## src/rtl/registrador_pkg.sv

```systemverilog
// Shared types for the parametrised bus register: opcode encoding and the
// shift-engine state enum. Optional feature macro: REGISTRADOR_FLAGS_EN.
package registrador_pkg;

  localparam int unsigned OP_WIDTH = 4;

  typedef enum logic [OP_WIDTH-1:0] {
    OpClear   = 4'd0,
    OpLoad    = 4'd1,
    OpHold    = 4'd2,
    OpShiftR  = 4'd3,
    OpShiftL  = 4'd4,
    OpRotR    = 4'd5,
    OpRotL    = 4'd6,
    OpInc     = 4'd7,
    OpDec     = 4'd8,
    OpShiftRN = 4'd9,
    OpShiftLN = 4'd10
  } op_t;

  typedef enum logic [0:0] {
    StIdle,
    StShifting
  } shift_state_t;

endpackage

```

## src/rtl/registrador_shift_ctrl.sv

```systemverilog
// Multi-cycle shift engine control: saturates the shift amount, counts the
// remaining steps and generates busy/done plus the per-cycle step strobe.
module registrador_shift_ctrl
  import registrador_pkg::*;
#(
  parameter int unsigned WIDTH = 8,
  parameter int unsigned SHW   = $clog2(WIDTH) + 1
) (
  input  logic           clock,
  input  logic           reset_n,
  input  logic           start_i,  // SHIFTxN accepted while idle
  input  logic           left_i,   // direction of the accepted shift
  input  logic [SHW-1:0] shamt_i,
  input  logic           abort_i,  // CLEAR while busy
  output logic           busy_o,
  output logic           done_o,
  output logic           step_o,   // datapath shifts one bit this cycle
  output logic           left_o
);

  shift_state_t   state_q, state_d;
  logic [SHW-1:0] cnt_q, cnt_d;
  logic           left_q, left_d;
  logic           done_q, done_d;
  logic [SHW-1:0] shamt_sat;

  // Amounts beyond the register width are clamped; the result is all zeros anyway.
  always_comb begin
    shamt_sat = (shamt_i > SHW'(WIDTH)) ? SHW'(WIDTH) : shamt_i;
  end

  // Next-state logic for the shift FSM and its step counter.
  always_comb begin
    state_d = state_q;
    cnt_d   = cnt_q;
    left_d  = left_q;
    done_d  = 1'b0;
    step_o  = 1'b0;
    unique case (state_q)
      StIdle: begin
        if (start_i) begin
          if (shamt_sat == '0) begin
            done_d = 1'b1;
          end else begin
            cnt_d   = shamt_sat;
            left_d  = left_i;
            state_d = StShifting;
          end
        end
      end
      StShifting: begin
        if (abort_i) begin
          cnt_d   = '0;
          state_d = StIdle;
        end else begin
          step_o = 1'b1;
          cnt_d  = cnt_q - SHW'(1);
          if (cnt_q == SHW'(1)) begin
            done_d  = 1'b1;
            state_d = StIdle;
          end
        end
      end
      default: state_d = StIdle;
    endcase
  end

  // State, counter, direction and done registers.
  always_ff @(posedge clock or negedge reset_n) begin
    if (!reset_n) begin
      state_q <= StIdle;
      cnt_q   <= '0;
      left_q  <= 1'b0;
      done_q  <= 1'b0;
    end else begin
      state_q <= state_d;
      cnt_q   <= cnt_d;
      left_q  <= left_d;
      done_q  <= done_d;
    end
  end

  assign busy_o = (state_q == StShifting);
  assign done_o = done_q;
  assign left_o = left_q;

endmodule

```

## src/rtl/registrador_param.sv

```systemverilog
// WIDTH-bit data-bus register driven by a 4-bit opcode each cycle, with
// single-cycle shifts/rotates/inc/dec and a multi-cycle shift-by-N engine.
// Optional feature macro: REGISTRADOR_FLAGS_EN adds zero/carry/overflow flags.
module registrador_param
  import registrador_pkg::*;
#(
  parameter int unsigned WIDTH = 8,
  parameter int unsigned SHW   = $clog2(WIDTH) + 1
) (
  input  logic                clock,
  input  logic                reset_n,
  input  logic [OP_WIDTH-1:0] op,
  input  logic [WIDTH-1:0]    entrada,
  input  logic                serial_in,
  input  logic [SHW-1:0]      shamt,
  output logic [WIDTH-1:0]    barramentodados,
  output logic                serial_out,
  output logic                busy,
  output logic                done
`ifdef REGISTRADOR_FLAGS_EN
  ,
  output logic                zero,
  output logic                carry,
  output logic                overflow
`endif
);

  logic [WIDTH-1:0] bus_q, bus_d;
  logic             sout_q, sout_d;
  logic             start, abort, step, step_left;

  registrador_shift_ctrl #(
    .WIDTH(WIDTH),
    .SHW  (SHW)
  ) u_shift_ctrl (
    .clock  (clock),
    .reset_n(reset_n),
    .start_i(start),
    .left_i (op == OpShiftLN),
    .shamt_i(shamt),
    .abort_i(abort),
    .busy_o (busy),
    .done_o (done),
    .step_o (step),
    .left_o (step_left)
  );

  // Datapath mux: while busy only CLEAR is honoured, otherwise decode the opcode.
  always_comb begin
    bus_d  = bus_q;
    sout_d = sout_q;
    start  = 1'b0;
    abort  = 1'b0;
    if (busy) begin
      if (op == OpClear) begin
        bus_d = '0;
        abort = 1'b1;
      end else if (step) begin
        if (step_left) begin
          sout_d = bus_q[WIDTH-1];
          bus_d  = {bus_q[WIDTH-2:0], 1'b0};
        end else begin
          sout_d = bus_q[0];
          bus_d  = {1'b0, bus_q[WIDTH-1:1]};
        end
      end
    end else begin
      case (op)
        OpClear:  bus_d = '0;
        OpLoad:   bus_d = entrada;
        OpShiftR: begin
          sout_d = bus_q[0];
          bus_d  = {serial_in, bus_q[WIDTH-1:1]};
        end
        OpShiftL: begin
          sout_d = bus_q[WIDTH-1];
          bus_d  = {bus_q[WIDTH-2:0], serial_in};
        end
        OpRotR: begin
          sout_d = bus_q[0];
          bus_d  = {bus_q[0], bus_q[WIDTH-1:1]};
        end
        OpRotL: begin
          sout_d = bus_q[WIDTH-1];
          bus_d  = {bus_q[WIDTH-2:0], bus_q[WIDTH-1]};
        end
        OpInc:    bus_d = bus_q + WIDTH'(1);
        OpDec:    bus_d = bus_q - WIDTH'(1);
        OpShiftRN, OpShiftLN: start = 1'b1;
        default:  ;
      endcase
    end
  end

  // Bus and serial-out registers.
  always_ff @(posedge clock or negedge reset_n) begin
    if (!reset_n) begin
      bus_q  <= '0;
      sout_q <= 1'b0;
    end else begin
      bus_q  <= bus_d;
      sout_q <= sout_d;
    end
  end

  assign barramentodados = bus_q;
  assign serial_out      = sout_q;

`ifdef REGISTRADOR_FLAGS_EN
  logic wr, cy, ov;

  // Flags refresh only on cycles that write the register.
  always_comb begin
    if (busy) begin
      wr = (op == OpClear) || step;
      cy = 1'b0;
      ov = 1'b0;
    end else begin
      wr = op inside {OpClear, OpLoad, OpShiftR, OpShiftL, OpRotR, OpRotL, OpInc, OpDec};
      cy = ((op == OpInc) && (&bus_q)) || ((op == OpDec) && ~|bus_q);
      ov = ((op == OpInc) && (bus_q == {1'b0, {(WIDTH-1){1'b1}}})) ||
           ((op == OpDec) && (bus_q == {1'b1, {(WIDTH-1){1'b0}}}));
    end
  end

  // Flag registers.
  always_ff @(posedge clock or negedge reset_n) begin
    if (!reset_n) begin
      zero     <= 1'b0;
      carry    <= 1'b0;
      overflow <= 1'b0;
    end else if (wr) begin
      zero     <= (bus_d == '0);
      carry    <= cy;
      overflow <= ov;
    end
  end
`endif

endmodule

```

## config.mk

```make
export PLATFORM = sky130hd
export DESIGN_NAME = registrador_param
export DESIGN_NICKNAME = d
export VERILOG_FILES = /design/src/rtl/registrador_pkg.sv /design/src/rtl/registrador_shift_ctrl.sv /design/src/rtl/registrador_param.sv
export SDC_FILE = /design/constraint.sdc
export NUM_CORES = 1
export LEC_CHECK = 0
export CAP_MARGIN = 20
export CORE_ASPECT_RATIO = 0.6
export CORE_MARGIN = 2
export CORE_UTILIZATION = 30
export DETAILED_ROUTE_END_ITERATION = 7
export GPL_TIMING_DRIVEN = 0
export HOLD_SLACK_MARGIN = 0.06
export PLACE_DENSITY = 0.5
export SLEW_MARGIN = 25
export SYNTH_ARGS = -nofsm -noshare
export SYNTH_HDL_FRONTEND = slang
export SYNTH_SLANG_ARGS = --single-unit
```

## constraint.sdc

```tcl
create_clock -name clock -period 2.3 [get_ports clock]
set_input_delay 0.46 -clock clock [delete_from_list [all_inputs] [get_ports clock]]
set_output_delay 0.46 -clock clock [all_outputs]
set_load 0.005 [all_outputs]
```

==> results by group <==
Timing
  • Final setup vio count: 2
  • Fin Clk Skew: 0.00645 ns
  • Worst slew pin tran: 0.820 ns
  • Max Slew Vio Count: 0
  • Fin crit period: roughly 2.4 ns
  • Final hold slack: 0.486 ns
  • Fmax: ~420 MHz
  • Relative slew slack: 45.2%
  • Final worst slack: -0.0993 ns
  • Count of final hold-check violations: 0
  • RSZ-0062 raised after global routing: true
  • Tcrit/Tclk final: 104%

Global route
  • Global route overflow: 0
  • Pin count of the biggest net entering global routing: 17
  • GRT Total Usage: 17.9%
  • Initial antenna violation count: 0
  • First-pass GRT wire length: around 7600 um
  • Vias in the first global route: 1453

Worst setup path
  • WP data required: roughly 2.4 ns
  • Crit-path max cell delay: around 0.55 ns
  • Crit-path max FO: 5
  • Setup crit end kind: flop
  • CP Launch Type: input port
  • Worst path most repeated cell: a221o_1
  • Slowest-stage cell, CP: or4b_4
  • WS Path Type: input port to flop
  • Data arrival, critical path: 2.53 ns
  • Worst path cell trace: buf_12 -> or4b_4 -> xnor2_2 -> ha_2 -> and3_4 -> mux2i_1 -> xnor2_1 -> a221o_1 -> a221o_1

Yosys
  • Leading area contributor after synthesis: dfrtp_1
  • Yosys top cell area share: 26.5%
  • Netlist cell types: 53
  • Flops & latches, synth: 16
  • Ys async rst share: 100%
  • Synth top area cells: dfrtp_1 27%, o21ai_0 5.0%, a21oi_1 4.6%
  • Count of flip-flops with a built-in enable after synthesis: 0
  • Post-Synthesis Cells: 191
  • Synthesized area: 1510 sq um
  • Mean Syn Cell Area: 7.90 sq um
  • Synthesized net count: 213
  • Ys Warns: 0
  • Main synth FF type: dfrtp_1
  • Seq/Total Area, Yosys: about a quarter

Floorplan
  • Vert. Die Dim: between 50 and 60 um
  • IO Count: 30
  • Starting Density: about a third
  • Die Width: 95.6 um
  • Cell Rows: 19
  • CORE AREA: 4710 sq um
  • Full die area: 5630 sq um

Clocking
  • CTS tree: yes
  • Root Driver: clkbuf_8
  • Num CTS Buffers: 3
  • Clock Latency Late Sink: 0.25 ns
  • CTS Buffer Depth: 2
  • Clock Sinks: 16
  • CTS clk-pin slew, worst paths: 0.07 ns
  • Clock H-tree levels: 1

Drt
  • Via count: 1634
  • Via-to-Cell Ratio: 5.69
  • Initial DRC count: 97
  • Routed len/inst: 16.5 um
  • DRT Wirelength: ~4700 um
  • First-pass iteration count of the detailed router: 6
  • Post-DRT Antenna Nets: 0
  • Detailed-route DRC error count: 0

Placement
  • PortBufs: 27
  • Pre-CTS setup slack: -0.987 ns
  • Placed Instance Area: between 1500 and 2000 sq um
  • Final GP Congestion: roughly 0.9
  • DPL Wire Length: ~3600 um

Worst hold path
  • Class of the tightest hold or removal check: flop to flop

Power
  • Power per Cell Area: 729 nW/um^2
  • VDD IR max: 0.000304 V
  • Pleak: 0.720 nW
  • Tot Pwr: approximately 1.4 mW

Flow run
  • Max Cap Violations: 0

Cells and area
  • Commonest non-fill, non-tap cell in the layout: clkdlybuf4s50_1
  • Share of cells above drive strength 1: 9.82%
  • Area Growth Syn to Fin: 30.4%
  • Most frequent cells in the layout: 25 x clkdlybuf4s50_1, 16 x dfrtp_1
  • Post-route design area: 1970 sq um
  • Nets: 247
  • ANT cells: 0

Status
  • Failing checks: negative setup slack
  • Status: complete, but fails checks
[sequential cells by signal, indices dropped and copies added (netlist names)]
name                 cells
u_shift_ctrl.cnt_q       4
serial_out               1
u_shift_ctrl.done_o      1
barramentodados          8
u_shift_ctrl.busy_o      1
u_shift_ctrl.left_o      1
[worst paths after layout]
path / startpoint / endpoint / slack (ns) / cells after the start
worst max-delay path: op[0] / barramentodados[4]$_DFFE_PN0P_ / -0.1 / 9
worst min-delay path: serial_out$_DFFE_PN0P_ / serial_out$_DFFE_PN0P_ / 0.49 / 2
worst max register to register: barramentodados[1]$_DFFE_PN0P_ / barramentodados[4]$_DFFE_PN0P_ / 0.05 / 8
worst min register to register: serial_out$_DFFE_PN0P_ / serial_out$_DFFE_PN0P_ / 0.49 / 2
max in group asynchronous: reset_n / u_shift_ctrl.done_o$_DFF_PN0_ / 1.12 / 1
min in group asynchronous: reset_n / barramentodados[3]$_DFFE_PN0P_ / 0.67 / 1
[worst max-delay path: cells and delay by family]
kind / cells / cell delay, ns
xor+xnor: 2 / 0.29
compound gates: 2 / 0.62
mux: 1 / 0.08
buf+inv: 1 / 0.10
fa+ha+maj: 1 / 0.25
simple gates: 2 / 0.74
[per-layer routing]
metal / vias up / wire [um] / global-route usage (%)
li1: 801 / - / -
met1: 760 / 2470 / 28.6
met2: 71 / 1760 / 22.9
met3: 2 / 467 / 5.89
met4: 0 / 25 / 2.86
met5: - / 0 / 0
[power breakdown]
group          internal [mW]  total, mW  switching [mW]
logic                  0.319      0.762           0.443
registers              0.360      0.415          0.0551
clock network          0.152      0.257           0.105
total                  0.831       1.43           0.604
[final cells by class]
type                    count  area (sq um)
plain buffers              18          92.6
well taps                  63          78.8
repair buffers             30           293
clock buffers               4          55.1
flip-flops and latches     16           400
inverters                   7          26.3
fillers                   483          2740
multi-input cells         149          1020
[cells by family (layout without fill, tap and decap cells)]
| family | Yosys count | in the layout | synth area share (%) |
|---|---|---|---|
| flip-flops | 16 | 16 | 26.5 |
| adder cells (fa/ha/maj) | 3 | 3 | 2.49 |
| AO/OA/AOI/OAI | 72 | 72 | 32.8 |
| XOR/XNOR | 6 | 6 | 3.48 |
| buffers and inverters | 26 | 59 | 7.55 |
| AND/OR/NAND/NOR | 61 | 61 | 22.3 |
| multiplexers | 7 | 7 | 4.81 |
[cell usage after synthesis (4+ instances only)]
cell type / instances
a221o_1: 4
or4_1: 5
inv_1: 7
nor3b_1: 6
o21ai_0: 15
a22oi_1: 7
clkbuf_1: 13
o2bb2ai_1: 6
a21oi_1: 14
nor3_1: 5
nor2_1: 14
xnor2_1: 5
nand2_1: 14
mux2i_1: 5
dfrtp_1: 16
[metrics by stage]
stage | setup TNS, ns | utilization, % | cells
after floorplan | -0.616 | - | 191
after global placement | -5.33 | 39.9 | 281
after detailed placement | -5.37 | 39.9 | 281
after CTS | -0.187 | 41.6 | 287
after global routing | -0.259 | 41.8 | 287
final | -0.135 | 41.8 | 287
[timing repair]
item | 4_1_cts | 5_1_grt
endpoints found under the setup margin | 8 | 2
buffers inserted | 3 | 0
hold buffers | 0 | 0
pin swaps | 7 | 2
resized for setup | 13 | 4
Note: power is estimated with default switching activity, not from simulation.
